**src/rtl/multicycle_control.sv**
```systemverilog
// Multi-cycle sequencer for the RV32I subset datapath (ADD, XOR, SLL, ADDI, LW, SW, BNE).
// Drives mux selects, write enables and memory handshake; traps illegal encodings.
module multicycle_control (
    input  logic        clk,
    input  logic        reset,
    input  logic [31:0] instr,
    input  logic        zero,
    input  logic        mem_ready,
    output logic        mem_req,
    output logic        MemRead,
    output logic        MemWrite,
    output logic        IorD,
    output logic        IRWrite,
    output logic        PCWrite,
    output logic        PCSrc,
    output logic [1:0]  ALUSrcA,
    output logic [1:0]  ALUSrcB,
    output logic [2:0]  ALUCtrl,
    output logic        RegWrite,
    output logic        MemToReg,
    output logic        trap,
    output logic [3:0]  state,
    output logic [31:0] instret
);

    typedef enum logic [3:0] {
        FETCH    = 4'd0,
        DECODE   = 4'd1,
        EXEC_R   = 4'd2,
        EXEC_I   = 4'd3,
        MEM_ADDR = 4'd4,
        MEM_RD   = 4'd5,
        MEM_WR   = 4'd6,
        WB_ALU   = 4'd7,
        WB_MEM   = 4'd8,
        BRANCH   = 4'd9,
        TRAP     = 4'd10
    } state_t;

    typedef enum logic [2:0] {
        ALU_ADD = 3'd0,
        ALU_SUB = 3'd1,
        ALU_XOR = 3'd2,
        ALU_SLL = 3'd3
    } alu_t;

    state_t      cur;
    state_t      nxt;
    logic        retire;
    logic [31:0] count;

    logic [6:0]  opcode;
    logic [2:0]  funct3;
    logic [6:0]  funct7;
    logic        unused_bits;

    assign opcode      = instr[6:0];
    assign funct3      = instr[14:12];
    assign funct7      = instr[31:25];
    assign unused_bits = ^{instr[24:15], instr[11:7]};

    always_ff @(posedge clk) begin
        if (reset) begin
            cur   <= FETCH;
            count <= '0;
        end else begin
            cur <= nxt;
            if (retire)
                count <= count + 32'd1;
        end
    end

    always_comb begin
        nxt      = cur;
        retire   = 1'b0;
        mem_req  = 1'b0;
        MemRead  = 1'b0;
        MemWrite = 1'b0;
        IorD     = 1'b0;
        IRWrite  = 1'b0;
        PCWrite  = 1'b0;
        PCSrc    = 1'b0;
        ALUSrcA  = 2'd0;
        ALUSrcB  = 2'd0;
        ALUCtrl  = ALU_ADD;
        RegWrite = 1'b0;
        MemToReg = 1'b0;
        trap     = 1'b0;

        case (cur)
            FETCH: begin
                mem_req = 1'b1;
                MemRead = 1'b1;
                ALUSrcB = 2'd1;
                if (mem_ready) begin
                    IRWrite = 1'b1;
                    PCWrite = 1'b1;
                    nxt     = DECODE;
                end
            end
            DECODE: begin
                // ALUOut captures PC-relative branch target while dispatch resolves
                ALUSrcA = 2'd2;
                ALUSrcB = 2'd2;
                nxt     = TRAP;
                case (opcode)
                    7'b0110011:
                        if (funct7 == 7'd0 && (funct3 == 3'b000 || funct3 == 3'b100 || funct3 == 3'b001))
                            nxt = EXEC_R;
                    7'b0010011:
                        if (funct3 == 3'b000)
                            nxt = EXEC_I;
                    7'b0000011, 7'b0100011:
                        if (funct3 == 3'b010)
                            nxt = MEM_ADDR;
                    7'b1100011:
                        if (funct3 == 3'b001)
                            nxt = BRANCH;
                    default: nxt = TRAP;
                endcase
            end
            EXEC_R: begin
                ALUSrcA = 2'd1;
                ALUSrcB = 2'd0;
                case (funct3)
                    3'b100:  ALUCtrl = ALU_XOR;
                    3'b001:  ALUCtrl = ALU_SLL;
                    default: ALUCtrl = ALU_ADD;
                endcase
                nxt = WB_ALU;
            end
            EXEC_I: begin
                ALUSrcA = 2'd1;
                ALUSrcB = 2'd2;
                nxt     = WB_ALU;
            end
            MEM_ADDR: begin
                ALUSrcA = 2'd1;
                ALUSrcB = 2'd2;
                nxt     = (opcode == 7'b0000011) ? MEM_RD : MEM_WR;
            end
            MEM_RD: begin
                mem_req = 1'b1;
                MemRead = 1'b1;
                IorD    = 1'b1;
                if (mem_ready)
                    nxt = WB_MEM;
            end
            MEM_WR: begin
                mem_req  = 1'b1;
                MemWrite = 1'b1;
                IorD     = 1'b1;
                if (mem_ready) begin
                    nxt    = FETCH;
                    retire = 1'b1;
                end
            end
            WB_ALU: begin
                RegWrite = 1'b1;
                nxt      = FETCH;
                retire   = 1'b1;
            end
            WB_MEM: begin
                RegWrite = 1'b1;
                MemToReg = 1'b1;
                nxt      = FETCH;
                retire   = 1'b1;
            end
            BRANCH: begin
                ALUSrcA = 2'd1;
                ALUSrcB = 2'd0;
                ALUCtrl = ALU_SUB;
                PCWrite = !zero;
                PCSrc   = 1'b1;
                nxt     = FETCH;
                retire  = 1'b1;
            end
            TRAP: begin
                trap = 1'b1;
            end
            default: nxt = FETCH;
        endcase

        state   = cur;
        instret = count;

        // Reset is synchronous, so outputs are forced low combinationally for the reset cycle
        if (reset) begin
            mem_req  = 1'b0;
            MemRead  = 1'b0;
            MemWrite = 1'b0;
            IorD     = 1'b0;
            IRWrite  = 1'b0;
            PCWrite  = 1'b0;
            PCSrc    = 1'b0;
            ALUSrcA  = '0;
            ALUSrcB  = '0;
            ALUCtrl  = '0;
            RegWrite = 1'b0;
            MemToReg = 1'b0;
            trap     = 1'b0;
            state    = '0;
            instret  = '0;
        end
    end

endmodule
```
**config.mk**
```make
export PLATFORM = sky130hd
export DESIGN_NAME = multicycle_control
export DESIGN_NICKNAME = d
export VERILOG_FILES = /design/src/rtl/multicycle_control.sv
export SDC_FILE = /design/constraint.sdc
export NUM_CORES = 1
export LEC_CHECK = 0
export BUFFER_PORTS_ARGS = -buffer_cell sky130_fd_sc_hd__buf_2
export CELL_PAD_IN_SITES_DETAIL_PLACEMENT = 0
export CELL_PAD_IN_SITES_GLOBAL_PLACEMENT = 1
export CORE_AREA = 2 2 96 89
export CTS_CLUSTER_SIZE = 24
export DETAILED_ROUTE_END_ITERATION = 8
export DIE_AREA = 0 0 98 91
export PLACE_DENSITY_LB_ADDON = 0.1
export RECOVER_POWER = 100
export SLEW_MARGIN = 20
export SYNTH_ARGS = -nofsm -noshare
export SYNTH_HDL_FRONTEND = slang
export SYNTH_SLANG_ARGS = --single-unit
```
**constraint.sdc**
```tcl
create_clock -name clk -period 3.1 [get_ports clk]
set_clock_uncertainty 0.2 [all_clocks]
set_input_delay 0.465 -clock clk [delete_from_list [all_inputs] [get_ports clk]]
set_output_delay 0.465 -clock clk [all_outputs]
set_load 0.01 [all_outputs]
```
== After elaboration in Yosys (flattened, before gate mapping) ==
Index checks and enable logic that the tools add are counted.

* Flip-flop bits (word level): 36
* Bits of input ports: 36
* Output and inout port bits: 53
* Word-level logic and storage cells: 83

* $add $sub $neg: 1
* Eq/ne operators: 21
* Mux-type cells: 41
* Bitwise operators: 1
* Reductions and logical operators: 17

{| class="wikitable"
|+ Operators by type and width
! kind !! count
|-
| 32-bit by 1-bit adder with 32-bit output (second input constant) || 1
|-
| 32-bit 2-to-1 mux || 1
|-
| 4-bit 2-to-1 mux || 7
|-
| 4-bit one-hot mux with 7 select lines || 1
|-
| 1-bit 2-to-1 mux || 20
|-
| 4-bit by 3-bit == test with 1-bit output (second input constant) || 4
|-
| 2-bit one-hot mux with 2 select lines || 4
|-
| 4-bit one-hot mux with 4 select lines || 1
|-
| 7-bit by 6-bit == test with 1-bit output (second input constant) || 2
|-
| 4-bit == test (second input constant) || 3
|-
| 2-bit OR reduction || 5
|-
| 3-bit OR reduction || 3
|-
| 4-bit by 2-bit == test with 1-bit output (second input constant) || 2
|-
| 2-bit 2-to-1 mux || 4
|-
| 7-bit by 2-bit == test with 1-bit output (second input constant) || 1
|-
| 7-bit by 5-bit == test with 1-bit output (second input constant) || 1
|-
| 7-bit == test (second input constant) || 1
|-
| 7-bit zero test || 1
|-
| 2-bit != test (second input constant) || 3
|-
| 4-bit by 1-bit == test with 1-bit output (second input constant) || 1
|-
| 4-bit zero test || 1
|-
| 1-bit one-hot mux with 2 select lines || 2
|-
| 4-bit AND reduction || 1
|-
| 4-bit OR reduction || 1
|-
| other kinds (9) || 10
|}

== Longest topological paths before layout ==
Gate-level depths: netlist (run 1).

* Word-level depth: 7
* Gate-level depth with buffers: 7
* Depth with buffers taken out: 6

== Worst setup path before layout (run 1) ==
OpenSTA, ideal clock, no wires.

* Path type: flip-flop to output port
* Start point: register cur[3]
* End point: output port PCWrite
* Data arrival time: 1.524 ns
* Data required time: 2.435 ns
* Setup slack: 0.911 ns
* Stages on the path, launching flop included: 6
* Path buffers: 1
* Cell sequence: dfxtp_1 -> clkbuf_1 -> nor2b_1 -> nand2_1 -> nor3_1 -> a21o_1

* Longest elaborated chain between the ends: 3
* Elaborated cells on any way between the ends: 4
* Those cells by class: eq/ne (1); mux (2); reduce/logical (1)

{| class="wikitable"
|+ Ends and longest elaborated chain
! what !! line !! text
|-
| start: declaration || 47 || <nowiki>state_t cur;</nowiki>
|-
| start signal: assignment || 67 || <nowiki>cur <= nxt;</nowiki>
|-
| 4-bit == test or 4-bit zero test (tied branches) || 90 || <nowiki>case (cur)</nowiki>
|-
| 1-bit one-hot mux with 2 select lines (*) || 90 ||
|-
| 1-bit 2-to-1 mux (*) || 188 || <nowiki>if (reset) begin</nowiki>
|-
| end: declaration || 14 || <nowiki>output logic PCWrite,</nowiki>
|}

Every way passes the cells marked *; elsewhere a longest branch is shown, timed or not.

== Worst setup path in the final report (run 1) ==
* Start point: input port reset
* End point: output port IorD

* Longest elaborated chain between the ends: 1

{| class="wikitable"
|+ Ends and longest elaborated chain
! what !! line !! text
|-
| start: declaration || 5 || <nowiki>input logic reset,</nowiki>
|-
| 1-bit 2-to-1 mux || 188 ||
|-
| end: declaration || 12 || <nowiki>output logic IorD,</nowiki>
|}

No other way between the ends.

==> tab_implementation.tex, run 1 <==
\begin{tabular}{lr}
\hline
Metric & Value \\
\hline
\multicolumn{2}{l}{\textbf{Finish}} \\
Layout Utilization & 0.364 \\
Area used by multi-input combinational logic & 1570 µm² \\
Non-Filler Instances & 485 \\
Number of nets in the finished design & 422 \\
Register area & 721 µm² \\
Most common cell after layout, fill and taps aside & sky130\_fd\_sc\_hd\_\_clkbuf\_1 \\
Layout cell share with drive strength beyond 1 & 0.124 \\
Leading cell types in the layout, fill and taps excluded & sky130\_fd\_sc\_hd\_\_clkbuf\_1, sky130\_fd\_sc\_hd\_\_nor2\_1, sky130\_fd\_sc\_hd\_\_dfxtp\_1 \\
Number of antenna diodes & 0 \\
Fillers & 915 \\
Layout overhead on the synthesized area & 16.3\% \\
\multicolumn{2}{l}{\textbf{Clocking}} \\
Maximum clock insertion buffer count & 2 \\
TritonCTS clock tree & done \\
Clock transition at path regs & 0.08 ns \\
Number of hold-repair buffers added at the cts stage & 0 \\
Number of sinks on the clock net & 36 \\
CTS resizes & 0 \\
Number of clock buffers inserted by TritonCTS & 5 \\
Post-CTS Setup Repair Bufs & 0 \\
H-tree Lvls & 2 \\
Clock Root Buffer & sky130\_fd\_sc\_hd\_\_clkbuf\_8 \\
Clock network latency to the later pin of the worst-skew pair & 0.30 ns \\
\multicolumn{2}{l}{\textbf{Synth}} \\
Leading area contributor after synthesis & sky130\_fd\_sc\_hd\_\_dfxtp\_1 \\
Share of flip-flops with an asynchronous set or reset after synthesis & 0 \\
Sequential cell area fraction in the yosys report & 0.293 \\
Warnings, synthesis & 0 \\
Area share of the largest cell type after synthesis & 0.293 \\
Area of the mapped netlist & 2460 µm² \\
Flop and latch count out of synthesis & 36 \\
Mapped Cells & 321 \\
Post-synth EDFFs & 0 \\
Synth Net Count & 358 \\
Post-Synthesis Mean Instance Area & 7.67 µm² \\
Primary FF master, synth & sky130\_fd\_sc\_hd\_\_dfxtp\_1 \\
Cell types with the largest area share after synthesis & sky130\_fd\_sc\_hd\_\_dfxtp\_1, sky130\_fd\_sc\_hd\_\_nor2b\_1, sky130\_fd\_sc\_hd\_\_nor2\_1 \\
Number of distinct library cell variants in the gate-level netlist after synthesis & 55 \\
\multicolumn{2}{l}{\textbf{Placed design}} \\
Cell count after placement & 477 \\
Detailed-placement wirelength estimate & 4720 µm \\
IO buf count & 72 \\
Placer congestion estimate & 0.721 \\
\multicolumn{2}{l}{\textbf{Critical path}} \\
Critical path startpoint & reset \\
Critical-path cell with the highest stage delay & sky130\_fd\_sc\_hd\_\_clkbuf\_2 \\
Longest individual stage delay on the worst path & 0.73 ns \\
Endpoint arrival time on the critical path & 1.97 ns \\
Setup crit start kind & input pin \\
Worst setup path category & input pin to output pin \\
Worst setup EP type & output pin \\
Worst path required time & 2.43 ns \\
Worst-path fanout max & 42 \\
Critical R2R Launch & cur[2] \\
Cells along the critical path & buf\_2 -> clkbuf\_2 -> nor3\_1 -> clkbuf\_1 \\
\multicolumn{2}{l}{\textbf{Min path}} \\
Hold wc startpoint & count[31] \\
Worst hold-check path type & flip-flop to flip-flop \\
\multicolumn{2}{l}{\textbf{STA}} \\
Actual slew at the worst max-slew pin & 1.03 ns \\
Final cycle utilization of the critical path & 0.851 \\
Finish-stage setup viols & 0 \\
WHS & 0.286 ns \\
Final sum of negative setup slack & 0 ns \\
Max-slew violation count & 0 \\
Total count of hold-check failures in the final report & 0 \\
Time the worst path needs with I/O delays and setup & 2.64 ns \\
RSZ-0062 raised after global routing & no \\
Max-slew headroom at the worst pin & 0.308 \\
Highest clock frequency the design can meet & 0.379 GHz \\
\multicolumn{2}{l}{\textbf{Global route}} \\
Total global routing overflow & 0 \\
Pin count of the biggest net entering global routing & 43 \\
Global-route wire length before repair & 11000 µm \\
Global-route usage over all layers & 0.147 \\
Antenna violations before repair & 0 \\
Vias in the first global route & 2234 \\
\multicolumn{2}{l}{\textbf{Drt}} \\
Detailed-route wire length per cell & 13.7 µm \\
Final routed DRC violation total & 0 \\
Post-route ant nets & 0 \\
Post-detailed-route via-to-cell ratio & 4.98 \\
Vias post-DR & 2416 \\
Drt first pass iters & 4 \\
Routed WL & 6630 µm \\
Number of DRC markers after the initial detailed-route iteration & 68 \\
\multicolumn{2}{l}{\textbf{Floorplan}} \\
Die outline area & 8920 µm² \\
Height of the die & 91 µm \\
Die width & 98 µm \\
Site Rows & 31 \\
Starting Density & 0.313 \\
I/O pins & 89 \\
Core Area & 7870 µm² \\
\multicolumn{2}{l}{\textbf{Power and ir drop}} \\
Power per standard cell area & 451 nW/µm² \\
Peak ir drop on the vdd network & 122 µV \\
Reported leakage power & 0.993 nW \\
\multicolumn{2}{l}{\textbf{Run}} \\
Max-capacitance violation count & 0 \\
\multicolumn{2}{l}{\textbf{Outcome}} \\
Outcome & complete, no violations \\
\hline
\end{tabular}
-- state kept, by name (all words and copies together) (netlist names) --
name   count
count     32
cur        4
-- stage by stage --
| stage | instance area (µm²) | setup WS [ns] | power (W) |
|---|---|---|---|
| after floorplan | 2460 | 0.911 | 0.000830 |
| after global placement | 2890 | 0.656 | 0.000976 |
| after detailed placement | 2890 | 0.653 | 0.000977 |
| after CTS | 2980 | 0.542 | 0.00133 |
| after global routing | 2860 | 0.249 | 0.00138 |
| final | 2860 | 0.460 | 0.00129 |
-- cell usage after synthesis, drive strengths merged (9+ instances only) --
cell type	number
a21oi	13
buf	9
clkbuf	11
dfxtp	36
inv	9
nand2	19
nand3	14
nand4	19
nor2	48
nor2b	31
nor3	12
nor4	10
o21ai	14
or3	9
xnor2	14
xor2	13
-- worst paths after layout --
path | slack (ns) | endpoint | cells after the start
worst max-delay path | 0.46 | IorD | 4
worst min-delay path | 0.29 | count[31] | 2
worst max register to register | 0.55 | count[25] | 6
worst min register to register | 0.29 | count[31] | 2
-- cells by family (layout without fill, tap and decap cells) --
family,after synthesis,count (layout),share of synthesized area
buffers and inverters,29,94,0.0513
flip-flops,36,36,0.293
adder cells (fa/ha/maj),1,1,0.00508
multiplexers,1,1,0.00407
AND/OR/NAND/NOR,184,184,0.440
XOR/XNOR,27,27,0.0961
other,1,1,0.00152
AO/OA/AOI/OAI,42,42,0.109
-- area by class of cell --
class                   instances  share of cell area
repair buffers                 77               0.115
clock inverters                 3             0.00656
inverters                       9              0.0118
clock buffers                   5              0.0240
flip-flops and latches         36               0.252
well taps                      99              0.0433
multi-input cells             256               0.548
-- metal layers --
metal	track usage	part of all wire	routed length, µm
met5	0	0	0
met1	0.215	0.52	3470
met4	0.0382	0.0095	63
met3	0.0285	0.040	262
met2	0.219	0.43	2830
-- power by group --
part	total [W]	internal, W	switching (W)
clock	0.000350	0.000157	0.000193
combinational	0.000401	0.000156	0.000245
sequential	0.000541	0.000485	0.0000558
-- worst max-delay path, delay by kind of cell --
kind                   cells  cell delay [ns]
buffers and inverters      3             1.35
AND/OR/NAND/NOR            1             0.14
Note: power is estimated with default switching activity, not from simulation.
==> run 2, diff against run 1 <==
CELL_PAD_IN_SITES_DETAIL_PLACEMENT = not set   (was 0)
CELL_PAD_IN_SITES_GLOBAL_PLACEMENT = not set   (was 1)
GPL_TIMING_DRIVEN = 1   (was not set)
PLACE_DENSITY_LB_ADDON = not set   (was 0.1)
RECOVER_POWER = not set   (was 100)
==> run 2 against run 1 <==
Against the previous run: clock power increased by 2%; fmax is 6.0% higher; power increased by 1.9%; die area unchanged; final cell count decreased by 0.21%; sequential cell count is the same; critical path depth rose by 1; sequential share of layout area down 1.0 points; register-to-register slack gained 0.22 ns; clock-buffer cell count increased by 2; worst setup slack gained 0.15 ns; first-iteration DRC count grew 74%.
==> tab_implementation.tex, run 2 (synthesis results as in run 1) <==
\begin{tabular}{lr}
\hline
Metric & Value \\
\hline
\multicolumn{2}{l}{\textbf{STA}} \\
Time the worst path needs with I/O delays and setup & 2.49 ns \\
Finish-stage setup viols & 0 \\
Max-slew headroom at the worst pin & 0.564 \\
Highest clock frequency the design can meet & 0.402 GHz \\
Final sum of negative setup slack & 0 ns \\
Total count of hold-check failures in the final report & 0 \\
Actual slew at the worst max-slew pin & 0.654 ns \\
RSZ-0062 raised after global routing & no \\
Max-slew violation count & 0 \\
Final cycle utilization of the critical path & 0.803 \\
\multicolumn{2}{l}{\textbf{Finish}} \\
Fillers & 844 \\
Number of flip-flops in the largest register & 32 \\
Layout overhead on the synthesized area & 21.4\% \\
Layout cell share with drive strength beyond 1 & 0.273 \\
Number of antenna diodes & 0 \\
Number of nets in the finished design & 422 \\
Area used by multi-input combinational logic & 1610 µm² \\
Register area & 721 µm² \\
Most common cell after layout, fill and taps aside & sky130\_fd\_sc\_hd\_\_buf\_2 \\
Layout Utilization & 0.379 \\
Leading cell types in the layout, fill and taps excluded & sky130\_fd\_sc\_hd\_\_buf\_2, sky130\_fd\_sc\_hd\_\_nor2\_1, sky130\_fd\_sc\_hd\_\_dfxtp\_1 \\
Largest registers & count x32, cur x4 \\
Register with the most flip-flops & count \\
\multicolumn{2}{l}{\textbf{Global route}} \\
Met2 Track Usage GR & 0.215 \\
Pin count of the biggest net entering global routing & 52 \\
GRT busiest layer & met2 \\
Met1 layer usage reported by global route & 0.187 \\
Grt met3 use & 0.0239 \\
Vias in the first global route & 2199 \\
Global-route usage over all layers & 0.134 \\
Total global routing overflow & 0 \\
Global-route wire length before repair & 10200 µm \\
Antenna violations before repair & 0 \\
\multicolumn{2}{l}{\textbf{Drt}} \\
Post-route ant nets & 0 \\
Detailed-route wire length per cell & 12.4 µm \\
Drt first pass iters & 4 \\
Post-detailed-route via-to-cell ratio & 4.97 \\
Vias post-DR & 2404 \\
Number of DRC markers after the initial detailed-route iteration & 118 \\
Routed WL & 6020 µm \\
Final routed DRC violation total & 0 \\
\multicolumn{2}{l}{\textbf{Critical path}} \\
Endpoint arrival time on the critical path & 1.82 ns \\
Worst-path fanout max & 21 \\
Worst path required time & 2.43 ns \\
Critical-path cell with the highest stage delay & sky130\_fd\_sc\_hd\_\_dfxtp\_1 \\
Crit path buffers/inverters & 1 \\
Cells along the critical path & nand2b\_1 -> mux2i\_1 -> o21ai\_0 -> nor2\_1 -> buf\_2 \\
Kind of cell adding the most delay to the critical path & flip-flops \\
Worst setup path category & flip-flop to output pin \\
Longest individual stage delay on the worst path & 0.73 ns \\
Worst setup EP type & output pin \\
Setup crit start kind & flip-flop \\
\multicolumn{2}{l}{\textbf{Floorplan}} \\
Site Rows & 31 \\
Die width & 98 µm \\
Die outline area & 8920 µm² \\
Height of the die & 91 µm \\
Core Area & 7870 µm² \\
I/O pins & 89 \\
Starting Density & 0.313 \\
\multicolumn{2}{l}{\textbf{Clocking}} \\
Number of hold-repair buffers added at the cts stage & 0 \\
Clock Root Buffer & sky130\_fd\_sc\_hd\_\_clkbuf\_8 \\
Number of sinks on the clock net & 36 \\
CTS resizes & 0 \\
TritonCTS clock tree & done \\
Number of clock buffers inserted by TritonCTS & 5 \\
H-tree Lvls & 2 \\
Post-CTS Setup Repair Bufs & 0 \\
Maximum clock insertion buffer count & 2 \\
Clock transition at path regs & 0.07 ns \\
Clock network latency to the later pin of the worst-skew pair & 0.28 ns \\
\multicolumn{2}{l}{\textbf{Run}} \\
Max-capacitance violation count & 0 \\
\multicolumn{2}{l}{\textbf{Placed design}} \\
IO buf count & 72 \\
Detailed-placement wirelength estimate & 4430 µm \\
Placer congestion estimate & 0.795 \\
\multicolumn{2}{l}{\textbf{Power and ir drop}} \\
Peak ir drop on the vdd network & 188 µV \\
Reported leakage power & 1.22 nW \\
Power per standard cell area & 441 nW/µm² \\
\multicolumn{2}{l}{\textbf{Min path}} \\
Worst hold-check path type & flip-flop to flip-flop \\
\multicolumn{2}{l}{\textbf{Outcome}} \\
Outcome & complete, no violations \\
\hline
\end{tabular}
## run 2: changes by cell type in the layout (fill, tap and decap cells not counted), sizes merged
cell,delta
buf,+51
clkbuf,-49
clkinv,-3
## run 2: report_power, final
group / internal [W] / switching, W
sequential: 0.000485 / 0.0000509
combinational: 0.000178 / 0.000244
clock: 0.000198 / 0.000160
total: 0.000861 / 0.000455
## run 2: layout make-up
cell class,instances,area share
flip-flops and latches,36,0.241
inverters,9,0.0113
well taps,99,0.0415
clock buffers,7,0.0323
repair buffers,77,0.133
multi-input cells,256,0.540
## run 2: path summary, 6_finish.rpt
kind / startpoint / to / depth (start not counted) / slack (ns)
worst max-delay path: cur[2] / ALUSrcA[0] / 5 / 0.61
worst max register to register: cur[2] / count[21] / 5 / 0.77
worst min-delay path: count[31] / count[31] / 2 / 0.30
worst min register to register: count[31] / count[31] / 2 / 0.30
## run 2: per-layer routing
layer / up-vias / wire, µm
li1: 1249 / -
met1: 1104 / 2960
met2: 46 / 2780
met3: 5 / 246
met4: 0 / 31
met5: - / 0
## run 2: per-stage QoR
| stage | instance area (µm²) | worst slack, ns | power, W | hold WS [ns] | instances |
|---|---|---|---|---|---|
| after global routing | 2990 | 0.471 | 0.00140 | 0.322 | 484 |
| after floorplan | 2460 | 0.911 | 0.000830 | 0.254 | 321 |
| after detailed placement | 2890 | 0.754 | 0.000968 | 0.288 | 477 |
| after CTS | 2990 | 0.628 | 0.00133 | 0.299 | 484 |
| after global placement | 2890 | 0.770 | 0.000966 | 0.268 | 477 |
| final | 2990 | 0.611 | 0.00132 | 0.295 | 484 |
## run 2: worst min-delay path, stage by stage (launching register included)
cell and delay (ns):
sky130_fd_sc_hd__dfxtp_1 0.32, sky130_fd_sc_hd__o21ai_0 0.08, sky130_fd_sc_hd__a21oi_1 0.06
==> run 3, diff against run 2 <==
ABC_AREA = 1   (was not set)
CORE_AREA = 2 2 100 92   (was 2 2 96 89)
DIE_AREA = 0 0 102 94   (was 0 0 98 91)
clock period = 2.1 ns   (was 3.1 ns; I/O delays follow)
==> run 3 against run 2 <==
Against the previous run: clock-buffer cell count down 2; via count is 32% higher; global-route usage rose by 3.2 points; synthesized cell count up 55%; first-iteration DRC count grew 36%; highest routed layer unchanged.
==> tab_implementation.tex, run 3 <==
\begin{tabular}{lr}
\hline
Metric & Value \\
\hline
\multicolumn{2}{l}{\textbf{Critical path}} \\
Worst setup EP type & output pin \\
Worst R2R Setup Slack & 0.21 ns \\
Setup crit start kind & flip-flop \\
Worst path required time & 1.58 ns \\
Critical R2R Launch & cur[2] \\
Worst setup path category & flip-flop to output pin \\
Worst-path fanout max & 6 \\
Endpoint arrival time on the critical path & 1.47 ns \\
R2r worst-path depth & 9 \\
Critical path startpoint & cur[3] \\
\multicolumn{2}{l}{\textbf{STA}} \\
RSZ-0062 raised after global routing & no \\
Highest clock frequency the design can meet & 0.505 GHz \\
Total count of hold-check failures in the final report & 0 \\
Finish-stage setup viols & 0 \\
WHS & 0.144 ns \\
Final sum of negative setup slack & 0 ns \\
Final cycle utilization of the critical path & 0.944 \\
Max-slew violation count & 0 \\
Final critical-path setup slack & 0.118 ns \\
Time the worst path needs with I/O delays and setup & 1.98 ns \\
\multicolumn{2}{l}{\textbf{Synth}} \\
Cell types with the largest area share after synthesis & sky130\_fd\_sc\_hd\_\_dfxtp\_1, sky130\_fd\_sc\_hd\_\_nand2\_1, sky130\_fd\_sc\_hd\_\_nor2\_1 \\
Number of distinct library cell variants in the gate-level netlist after synthesis & 28 \\
Post-synth top cells & sky130\_fd\_sc\_hd\_\_nand2\_1, sky130\_fd\_sc\_hd\_\_nor2\_1, sky130\_fd\_sc\_hd\_\_inv\_1 \\
Warnings, synthesis & 0 \\
Post-synth EDFFs & 0 \\
Primary FF master, synth & sky130\_fd\_sc\_hd\_\_dfxtp\_1 \\
Count leader, synth & sky130\_fd\_sc\_hd\_\_nand2\_1 \\
Area of the mapped netlist & 2690 µm² \\
Share of flip-flops with an asynchronous set or reset after synthesis & 0 \\
Flop and latch count out of synthesis & 36 \\
Post-Synthesis Mean Instance Area & 5.42 µm² \\
Mapped Cells & 496 \\
Area share of the largest cell type after synthesis & 0.268 \\
Synth Net Count & 533 \\
Leading area contributor after synthesis & sky130\_fd\_sc\_hd\_\_dfxtp\_1 \\
Sequential cell area fraction in the yosys report & 0.268 \\
\multicolumn{2}{l}{\textbf{Finish}} \\
Number of antenna diodes & 0 \\
Layout cell share with drive strength beyond 1 & 0.195 \\
Most common cell after layout, fill and taps aside & sky130\_fd\_sc\_hd\_\_nand2\_1 \\
Register with the most flip-flops & count \\
Leading cell types in the layout, fill and taps excluded & sky130\_fd\_sc\_hd\_\_nand2\_1, sky130\_fd\_sc\_hd\_\_nor2\_1, sky130\_fd\_sc\_hd\_\_buf\_2 \\
Fillers & 1002 \\
Number of flip-flops in the largest register & 32 \\
Layout overhead on the synthesized area & 24.2\% \\
Number of nets in the finished design & 609 \\
Largest registers & count x32, cur x4 \\
\multicolumn{2}{l}{\textbf{Floorplan}} \\
Core Area & 8490 µm² \\
I/O pins & 89 \\
Starting Density & 0.316 \\
Site Rows & 32 \\
Die width & 102 µm \\
Die outline area & 9590 µm² \\
Height of the die & 94 µm \\
\multicolumn{2}{l}{\textbf{Drt}} \\
Post-route ant nets & 0 \\
Drt first pass iters & 4 \\
Vias post-DR & 3183 \\
Post-detailed-route via-to-cell ratio & 4.60 \\
Final routed DRC violation total & 0 \\
Detailed-route wire length per cell & 11.0 µm \\
Number of DRC markers after the initial detailed-route iteration & 160 \\
Routed WL & 7640 µm \\
\multicolumn{2}{l}{\textbf{Min path}} \\
Min-Delay Path Depth & 4 \\
Hold wc startpoint & mem\_ready \\
Worst hold-check path type & input pin to flip-flop \\
\multicolumn{2}{l}{\textbf{Global route}} \\
Global-route usage over all layers & 0.166 \\
Antenna violations before repair & 0 \\
Total global routing overflow & 0 \\
Global-route wire length before repair & 12800 µm \\
Pin count of the biggest net entering global routing & 32 \\
Vias in the first global route & 2865 \\
\multicolumn{2}{l}{\textbf{Power and ir drop}} \\
Net load switching power & 0.000814 W \\
Combinational fraction of design power & 0.336 \\
Cell internal pwr & 0.00132 W \\
Power per standard cell area & 640 nW/µm² \\
Sw Share & 0.381 \\
Clk network pwr share & 0.293 \\
Reported leakage power & 1.51 nW \\
Peak ir drop on the vdd network & 240 µV \\
Sequential share of power & 0.371 \\
\multicolumn{2}{l}{\textbf{Clocking}} \\
Clock Root Buffer & sky130\_fd\_sc\_hd\_\_clkbuf\_8 \\
H-tree Lvls & 2 \\
Maximum clock insertion buffer count & 2 \\
Number of sinks on the clock net & 36 \\
Number of clock buffers inserted by TritonCTS & 5 \\
TritonCTS clock tree & done \\
Clock network latency to the later pin of the worst-skew pair & 0.29 ns \\
Number of hold-repair buffers added at the cts stage & 0 \\
Clock transition at path regs & 0.09 ns \\
Post-CTS Setup Repair Bufs & 0 \\
\multicolumn{2}{l}{\textbf{Run}} \\
Max-capacitance violation count & 0 \\
\multicolumn{2}{l}{\textbf{Placed design}} \\
Post-placement worst setup slack & 0.202 ns \\
Detailed-placement wirelength estimate & 6080 µm \\
IO buf count & 72 \\
Placer congestion estimate & 0.909 \\
\multicolumn{2}{l}{\textbf{Outcome}} \\
Outcome & complete, no violations \\
\hline
\end{tabular}
## run 3: cell count changes in the layout (fill, tap and decap cells not counted), sizes merged, moves of 7 or more
cell	previous run	this run
nand2	19	155
nor2	48	121
inv	9	62
nor2b	31	0
a21oi	13	34
nand3	14	28
xnor2	14	0
nand4	19	8
nor4	10	0
or3	9	0
buf	77	84
xor2	13	6
## run 3: critical path, cell delays in order, from the launching register on
cell and delay, ns:
sky130_fd_sc_hd__dfxtp_2 0.38, sky130_fd_sc_hd__inv_1 0.12, sky130_fd_sc_hd__nand2_1 0.09, sky130_fd_sc_hd__nor2_2 0.14, sky130_fd_sc_hd__inv_1 0.08, sky130_fd_sc_hd__o31ai_1 0.09, sky130_fd_sc_hd__nand2_1 0.09, sky130_fd_sc_hd__nand2_1 0.06
sky130_fd_sc_hd__buf_2 0.13
## run 3: routing by layer
layer,track usage,part of all wire,vias up
li1,-,-,1688
met1,0.221,0.48,1424
met2,0.279,0.46,69
met3,0.0320,0.058,2
met4,0.0333,0.0047,0
met5,0,0,-
## run 3: kinds of logic (layout without fill, tap and decap cells)
logic type      count (synthesis)  after routing  synth area share
simple gates                  324            324             0.490
buf+inv                        77            154             0.119
compound gates                 51             51            0.0978
flops                          36             36             0.268
xor+xnor                        6              6            0.0196
fa+ha+maj                       1              1           0.00466
other cells                     1              1           0.00140
## run 3: area by class of cell
cell class	instances	area, µm²	share of cell area
clock buffer	5	68.8	0.0206
clock inverter	3	42.5	0.0127
inverter	62	233	0.0697
multi-input combinational	383	1670	0.500
sequential	36	724	0.217
tap	119	149	0.0446
timing repair buffer	84	450	0.135
## run 3: power by group through the flow
| stage | clock network (W) | logic [W] | registers, W |
|---|---|---|---|
| finish | 0.000626 | 0.000717 | 0.000793 |
| global route | 0.000667 | 0.000810 | 0.000804 |
| CTS | 0.000638 | 0.000707 | 0.000782 |
| detailed placement | 0 | 0.000703 | 0.000796 |
| global placement | 0 | 0.000699 | 0.000796 |
| floorplan | 0 | 0.000521 | 0.000782 |
## run 3: worst paths after layout
path | end
worst min register to register | count[31]
worst min-delay path | cur[0]
worst max-delay path | ALUSrcA[0]
worst max register to register | count[23]
## run 3: stage by stage
stage	cell area [µm²]	util	cells	total power (W)
final	3340	0.393	692	0.00214
after global routing	3340	0.393	692	0.00228
after CTS	3310	0.390	692	0.00213
after detailed placement	3200	0.377	684	0.00150
after global placement	3200	0.377	684	0.00150
after floorplan	2690	-	496	0.00130
## run 3: what timing repair did
| item | in CTS | in global routing |
|---|---|---|
| gates resized for setup | 1 | 9 |
| pin swaps | 0 | 0 |
| endpoints found under the setup margin | 1 | 9 |
